`src/rtl/uart_rx_ctrl.sv`:
```
// Receive-side UART controller: FWFT byte FIFO, error statistics and
// automatic receiver resync after repeated bad frames.
module uart_rx_ctrl #(
  parameter int unsigned WIDTH    = 8,
  parameter int unsigned DEPTH    = 8,
  parameter int unsigned MAX_FAIL = 3,
  parameter int unsigned HOLD_CYC = 32,
  parameter int unsigned IDLE_CYC = 160
) (
  input  logic             ctl_clk,
  input  logic             ctl_rst,
  input  logic [WIDTH-1:0] rx_byte,
  input  logic             rx_done,
  input  logic             rx_fail,
  input  logic             rx_line,
  output logic             rx_hold,
  output logic [WIDTH-1:0] out_data,
  output logic             out_valid,
  input  logic             out_ready,
  input  logic             clr_stat,
  output logic [7:0]       err_cnt,
  output logic [3:0]       resync_cnt,
  output logic             ovf,
  output logic [1:0]       state_o
);

  localparam int unsigned AW = $clog2(DEPTH);
  localparam int unsigned CW = AW + 1;
  localparam int unsigned FW = $clog2(MAX_FAIL + 1);
  localparam int unsigned HW = $clog2(HOLD_CYC + 1);
  localparam int unsigned IW = $clog2(IDLE_CYC + 1);

  typedef enum logic [1:0] {
    RUN       = 2'd0,
    HOLD      = 2'd1,
    WAIT_IDLE = 2'd2
  } state_t;

  state_t           state_q, state_d;
  logic [WIDTH-1:0] mem_q [DEPTH];
  logic [WIDTH-1:0] mem_d [DEPTH];
  logic [AW-1:0]    wr_ptr_q, wr_ptr_d, rd_ptr_q, rd_ptr_d;
  logic [CW-1:0]    count_q, count_d;
  logic [FW-1:0]    fail_run_q, fail_run_d;
  logic [HW-1:0]    hold_cnt_q, hold_cnt_d;
  logic [IW-1:0]    idle_cnt_q, idle_cnt_d;
  logic [7:0]       err_cnt_q, err_cnt_d;
  logic [3:0]       resync_q, resync_d;
  logic             ovf_q, ovf_d;
  logic             pop, push_req, push_ok;

  always_ff @(posedge ctl_clk or posedge ctl_rst) begin
    if (ctl_rst) begin
      state_q    <= RUN;
      for (int unsigned i = 0; i < DEPTH; i++) mem_q[i] <= '0;
      wr_ptr_q   <= '0;
      rd_ptr_q   <= '0;
      count_q    <= '0;
      fail_run_q <= '0;
      hold_cnt_q <= '0;
      idle_cnt_q <= '0;
      err_cnt_q  <= '0;
      resync_q   <= '0;
      ovf_q      <= 1'b0;
    end else begin
      state_q    <= state_d;
      mem_q      <= mem_d;
      wr_ptr_q   <= wr_ptr_d;
      rd_ptr_q   <= rd_ptr_d;
      count_q    <= count_d;
      fail_run_q <= fail_run_d;
      hold_cnt_q <= hold_cnt_d;
      idle_cnt_q <= idle_cnt_d;
      err_cnt_q  <= err_cnt_d;
      resync_q   <= resync_d;
      ovf_q      <= ovf_d;
    end
  end

  always_comb begin
    state_d    = state_q;
    mem_d      = mem_q;
    wr_ptr_d   = wr_ptr_q;
    rd_ptr_d   = rd_ptr_q;
    count_d    = count_q;
    fail_run_d = fail_run_q;
    hold_cnt_d = hold_cnt_q;
    idle_cnt_d = idle_cnt_q;
    err_cnt_d  = err_cnt_q;
    resync_d   = resync_q;
    ovf_d      = ovf_q;

    // A full FIFO still accepts a push when the head leaves in the same cycle.
    pop      = (count_q != '0) && out_ready;
    push_req = (state_q == RUN) && rx_done && !rx_fail;
    push_ok  = push_req && ((count_q != CW'(DEPTH)) || pop);

    if (push_ok) begin
      mem_d[wr_ptr_q] = rx_byte;
      wr_ptr_d        = wr_ptr_q + AW'(1);
    end
    if (pop) rd_ptr_d = rd_ptr_q + AW'(1);
    if (push_ok && !pop)      count_d = count_q + CW'(1);
    else if (!push_ok && pop) count_d = count_q - CW'(1);
    if (push_req && !push_ok) ovf_d = 1'b1;

    unique case (state_q)
      RUN: begin
        if (rx_done && rx_fail) begin
          if (err_cnt_q != 8'hFF) err_cnt_d = err_cnt_q + 8'd1;
          fail_run_d = fail_run_q + FW'(1);
          if (fail_run_q == FW'(MAX_FAIL - 1)) begin
            state_d    = HOLD;
            hold_cnt_d = HW'(HOLD_CYC - 1);
          end
        end else if (rx_done) begin
          fail_run_d = '0;
        end
      end
      HOLD: begin
        if (hold_cnt_q == '0) begin
          state_d    = WAIT_IDLE;
          idle_cnt_d = '0;
        end else begin
          hold_cnt_d = hold_cnt_q - HW'(1);
        end
      end
      WAIT_IDLE: begin
        if (!rx_line) begin
          idle_cnt_d = '0;
        end else if (idle_cnt_q == IW'(IDLE_CYC - 1)) begin
          state_d    = RUN;
          idle_cnt_d = '0;
          fail_run_d = '0;
          if (resync_q != 4'hF) resync_d = resync_q + 4'd1;
        end else begin
          idle_cnt_d = idle_cnt_q + IW'(1);
        end
      end
      default: state_d = RUN;
    endcase

    if (clr_stat) begin
      err_cnt_d = '0;
      resync_d  = '0;
      ovf_d     = 1'b0;
    end
  end

  always_comb begin
    rx_hold    = (state_q != RUN);
    state_o    = state_q;
    out_valid  = (count_q != '0);
    out_data   = mem_q[rd_ptr_q];
    err_cnt    = err_cnt_q;
    resync_cnt = resync_q;
    ovf        = ovf_q;
  end

endmodule

```
`config.mk`:
```
export PLATFORM = sky130hd
export DESIGN_NAME = uart_rx_ctrl
export DESIGN_NICKNAME = d
export VERILOG_FILES = /design/src/rtl/uart_rx_ctrl.sv
export SDC_FILE = /design/constraint.sdc
export NUM_CORES = 1
export LEC_CHECK = 0
export BUFFER_PORTS_ARGS = -buffer_cell sky130_fd_sc_hd__buf_2
export CORE_ASPECT_RATIO = 0.6
export CORE_MARGIN = 3
export CORE_UTILIZATION = 35
export CTS_CLUSTER_SIZE = 40
export DETAILED_ROUTE_END_ITERATION = 6
export GPL_ROUTABILITY_DRIVEN = 0
export SETUP_SLACK_MARGIN = 0.15
export SLEW_MARGIN = 20
export SYNTH_ARGS = -nofsm -noshare
export SYNTH_HDL_FRONTEND = slang
export SYNTH_SLANG_ARGS = --single-unit
```
`constraint.sdc`:
```
create_clock -name ctl_clk -period 4.57 [get_ports ctl_clk]
set_clock_uncertainty 0.15 [all_clocks]
set_input_delay 1.1425 -clock ctl_clk [delete_from_list [all_inputs] [get_ports ctl_clk]]
set_output_delay 1.1425 -clock ctl_clk [all_outputs]
set_load 0.005 [all_outputs]
```
[After elaboration in Yosys (flattened, before gate mapping)]
Cells that the tools add are included.
Word-level totals
  register bits after elaboration: 105
  memory bits (read-only): 0
  logic and storage cells: 117
  input bits: 15
  memories kept: 0
  bits in writable memories: 0
  latch bits: 0
Cells by class
  shift-type cells: 0
  multipliers: 0
  mux-type cells: 36
  bitwise logic cells: 2
  reductions and logical operators: 35
  divide/modulo/power cells: 0
  equality and inequality tests: 14
  $lt $le $gt $ge: 3
  add/sub/neg operators: 9
Operators with widths (count)
  $mux 8: 10
  $bwmux 64: 1
  $mux 4: 7
  $reduce_bool 2->1: 13
  $bmux 8 s3: 1
  $demux 8 s3: 1
  $mux 6: 3
  $add 8x1->8 const B: 2
  $pmux 8 s2: 1
  $mux 2: 7
  $pmux 6 s2: 1
  $reduce_and 4->1: 3
  $logic_and 1x1->1: 9
  $add 4x1->4 const B: 2
  $eq 8x8->1 const B: 1
  $ge 4x4->1 const B: 2
  $ne 2x2->1 const B: 4
  $ne 4x4->1 const B: 2
  $ne 8x8->1 const B: 1
  $not 3->4: 2
  $add 3x1->3 const B: 2
  $logic_not 6->1: 1
  $pmux 2 s3: 1
  $sub 6x1->6 const B: 1
  16 further kinds: 21

[Logic depth before layout (Yosys ltp)]
  depth in word-level cells: 8
  depth in mapped cells: 10
  depth with buffers taken out: 10

[Worst setup path before layout]
Ideal clock, no wire load.
  kind: input -> register
  start point: in rx_done
  end point: reg count_q[3]
  slack: 0.875 ns
  library setup time: 0.126 ns
  required time: 4.294 ns
  cell stages on the path: 10
  arrival time: 3.419 ns
  cell sequence: or3b_4 -> a211oi_2 -> buf_6 -> ha_1 -> inv_1 -> ha_1 -> a21o_1 -> a2111oi_0 -> a31oi_1 -> a221o_1
Between the ends
  longest elaborated chain between the ends: 6
  elaborated cells on any way between the ends: 8
RTL lines
  start, declared: RTL line 13  | input logic rx_done,
  $logic_and 1x1->1 * (2 in a row): RTL line 95  | push_req = (state_q == RUN) && rx_done && !rx_fail;
  $logic_and 1x1->1 *: RTL line 96  | push_ok = push_req && ((count_q != CW'(DEPTH)) || pop);
  via push_ok: RTL line 50  | logic pop, push_req, push_ok;
  $logic_not 1->1: RTL line 104  | else if (!push_ok && pop) count_d = count_q - CW'(1);
  $logic_and 1x1->1: RTL line 104
  $reduce_bool 2->1 (no source line)
  end signal, assigned: RTL line 70  | count_q <= count_d;
  end, declared: RTL line 43  | logic [CW-1:0] count_q, count_d;
Mark *: on every way through the listed nets, which the timed path passes. The rest lies on a longest branch.
A chain may end at the register's enable or synchronous reset.

[Final worst setup path]
  start point: reg rd_ptr_q[1]
  end point: out out_data[1]
Between the ends
  longest elaborated chain between the ends: 4
RTL lines
  start, declared: RTL line 42  | logic [AW-1:0] wr_ptr_q, wr_ptr_d, rd_ptr_q, rd_ptr_d;
  start signal, assigned: RTL line 69  | rd_ptr_q <= rd_ptr_d;
  $not 3->4 (not written as such): RTL line 154  | out_data = mem_q[rd_ptr_q];
  $bmux 8 s3: RTL line 154
  $mux 8 (not written as such) (2 in a row): RTL line 154
  end, declared: RTL line 17  | output logic [WIDTH-1:0] out_data,
No other way between the ends. The select of a mux whose other input is x is not followed.

==> reports/qor.yml <==
grt:
  overflow: 0
  grt_max_degree: 55
  first_global_vias: 3218
  grt_pass1_wl_mm: 17.2
  grt.total_usage_pct: 13.6
  antenna_found_initial: 0
sta:
  rsz0062_at_grt: "false"
  drv_slew: 0
  finalSetupTns_ns: 0
  relSlewSlack_pct: 46.2
  hold_viol: 0
  finalCriticalPeriod_ns: 3.53
  setup_viol: 0
  max_freq_mhz: 283
  worstMarginPinSlew_ns: 0.807
  period_share_pct: 77.2
synth:
  synth_common_cells: "dfrtp_1 (105), mux2_2 (75), nor2_1 (19)"
  syn_avg_cell_area_um2: 13.1
  syn_inst: 390
  yosys_warnings: 0
  synthDistinctLibCells: 59
  synth-edff-count: 0
  ys.flop_type: "dfrtp_1"
  yosys.area.top_type: "dfrtp_1"
  synthArstFlopShare_pct: 100
  yosysMostFrequentCell: "dfrtp_1"
  ys_seq_elements: 105
  synth_fp_nets: 417
  synthTopCellsByArea: "dfrtp_1 (51%), mux2_2 (17%), mux4_2 (7.0%)"
  syn_area_um2: 5110
  yosysTopAreaCellShare_pct: 51.4
  yosysSeqAreaShare_pct: 51.4
power_and_ir_drop:
  fin_total_pwr_mw: 3.51
  seqPwrFrac_pct: 45.1
  clockPowerShare_pct: 21.0
  power.leakage_nw: 2.59
  switching_share_pct: 31.5
  ir_drop_mv: 0.189
  power.density_nw_per_um2: 606
  p_comb_share_pct: 33.9
  p_int_mw: 2.40
  switching_power_mw: 1.10
outcome:
  outcome: "complete, no violations"
layout:
  nets: 456
  drive_gt1_share_pct: 37.8
  antenna_cells: 0
  syn_to_final_growth_pct: 13.3
hold_path:
  hp-class: "flop to flop"
worst_setup_path:
  path_class: "flop to primary output"
  path_max_fanout: 15
  cp-end-kind: "primary output"
  r2r_setup_slack_ns: 1.38
  crit_required_ns: 3.28
  cp-start-kind: "flop"
  arrival_ns: 2.24
die:
  die_y_um: 99.6
  die-area_um2: 16100
  start_util_pct: 36.6
  row_count: 33
  core_um2: 14000
  ios: 40
  die_w_um: 162
detailed_routing:
  wire_per_inst_um: 16.3
  drc: 0
  avgViaCountPerCell: 5.11
  drtIter0Drc: 175
  dr_total_vias: 3197
  wl_mm: 10.2
  dr.pass1.iters: 4
  ant_nets: 0
place:
  dp_hpwl_mm: 7.28
  portBuffers: 39
clock_network:
  clk_pin_slew_worst_paths_ns: 0.07
  tritoncts: "built"
  cts_max_path_buffers: 2
  cts_setup_buffers: 0
  htree_levels: 3
  cts_repair_resize_count: 0
  root_buffer: "clkbuf_16"
  insertion_delay_ns: 0.34
  cts_hold_buf: 0
  cts.sinks: 105
  cts_made_buffers: 9
flow_run:
  max_cap_violations: 0
[flip-flops by register name (all words and copies together) (netlist names)]
register / flops
count_q: 4
err_cnt: 8
fail_run_q: 2
hold_cnt_q: 6
idle_cnt_q: 8
mem_q: 64
ovf: 1
rd_ptr_q: 3
resync_cnt: 4
state_o: 2
wr_ptr_q: 3
[cell usage in the layout (no fill, tap or decap), types with 2 or more instances in the layout]
cell,netlist,routed
a211oi_1,2,2
a21oi_1,9,9
a31oi_1,5,5
and2_1,2,2
and3_1,4,4
buf_2,3,39
buf_4,1,5
clkbuf_16,0,9
clkinv_4,0,3
dfrtp_1,105,105
ha_1,11,11
inv_1,9,8
inv_6,0,2
mux2_2,75,75
mux2i_1,4,4
mux4_2,16,16
nand2_1,13,13
nand2b_1,3,3
nand3_1,11,11
nand3b_2,2,2
nand4_1,3,3
nor2_1,19,19
nor2b_1,4,4
nor3_1,5,5
nor3b_1,3,3
nor4_1,3,3
o211ai_1,3,3
o21a_1,2,2
o21ai_0,12,12
o31ai_1,2,2
or2_2,2,2
or3_1,4,4
xnor2_1,7,7
xor2_1,9,9
[per-stage QoR]
| stage | instance area [um^2] | hold WS [ns] | std cells | worst slack (ns) | util (%) |
|---|---|---|---|---|---|
| finish | 5790 | 0.351 | 626 | 1.04 | 41.5 |
| global route | 5790 | 0.364 | 626 | 0.910 | 41.5 |
| CTS | 5790 | 0.353 | 626 | 1.00 | 41.5 |
| detailed placement | 5510 | 0.338 | 610 | 0.736 | 39.5 |
| global placement | 5510 | 0.326 | 610 | 0.799 | 39.5 |
| floorplan | 5110 | 0.310 | 390 | 0.517 | - |
[final timing paths]
check / cells after the start / startpoint / end
min in group asynchronous: 2 / ctl_rst / err_cnt[1]
worst max-delay path: 3 / rd_ptr_q[1] / out_data[1]
worst max register to register: 10 / count_q[0] / count_q[3]
worst min register to register: 1 / mem_q[2] / mem_q[2]
max in group asynchronous: 3 / ctl_rst / count_q[0]
worst min-delay path: 1 / mem_q[2] / mem_q[2]
[kinds of logic (layout without fill, tap and decap cells)]
kind of cell / after synthesis / after routing / share of synthesized area [%]
XOR/XNOR: 16 / 16 / 2.74
adder cells (fa/ha/maj): 12 / 12 / 3.08
AO/OA/AOI/OAI: 46 / 46 / 5.92
multiplexers: 95 / 95 / 24.3
AND/OR/NAND/NOR: 91 / 91 / 10.3
buffers and inverters: 25 / 69 / 2.28
flip-flops: 105 / 105 / 51.4
[power by group through the flow]
stage	Sequential, mW	Combinational (mW)	Clock, mW
floorplan	1.46	0.994	0
global placement	1.58	1.16	0
detailed placement	1.60	1.20	0
CTS	1.58	1.21	0.764
global route	1.64	1.32	0.801
finish	1.58	1.19	0.738
[critical path, stage by stage (launching register included)]
cell and delay (ns):
dfrtp_1 0.87, mux4_2 0.61, mux2_2 0.28, buf_2 0.13
[per-layer routing]
layer,GRT usage [%],vias up,wire length [um]
li1,-,1518,-
met1,19.9,1644,5320
met2,20.2,26,4540
met3,3.25,9,242
met4,3.87,0,123
met5,0,-,0
[cell type report]
class,instances,area (um^2)
fillers,1350,8160
flip-flops and latches,105,2630
multi-input cells,260,2370
well taps,192,240
repair buffers,44,233
clock buffers,9,225
clock inverters,7,60.1
inverters,9,36.3
Note: power is estimated with default switching activity, not from simulation.
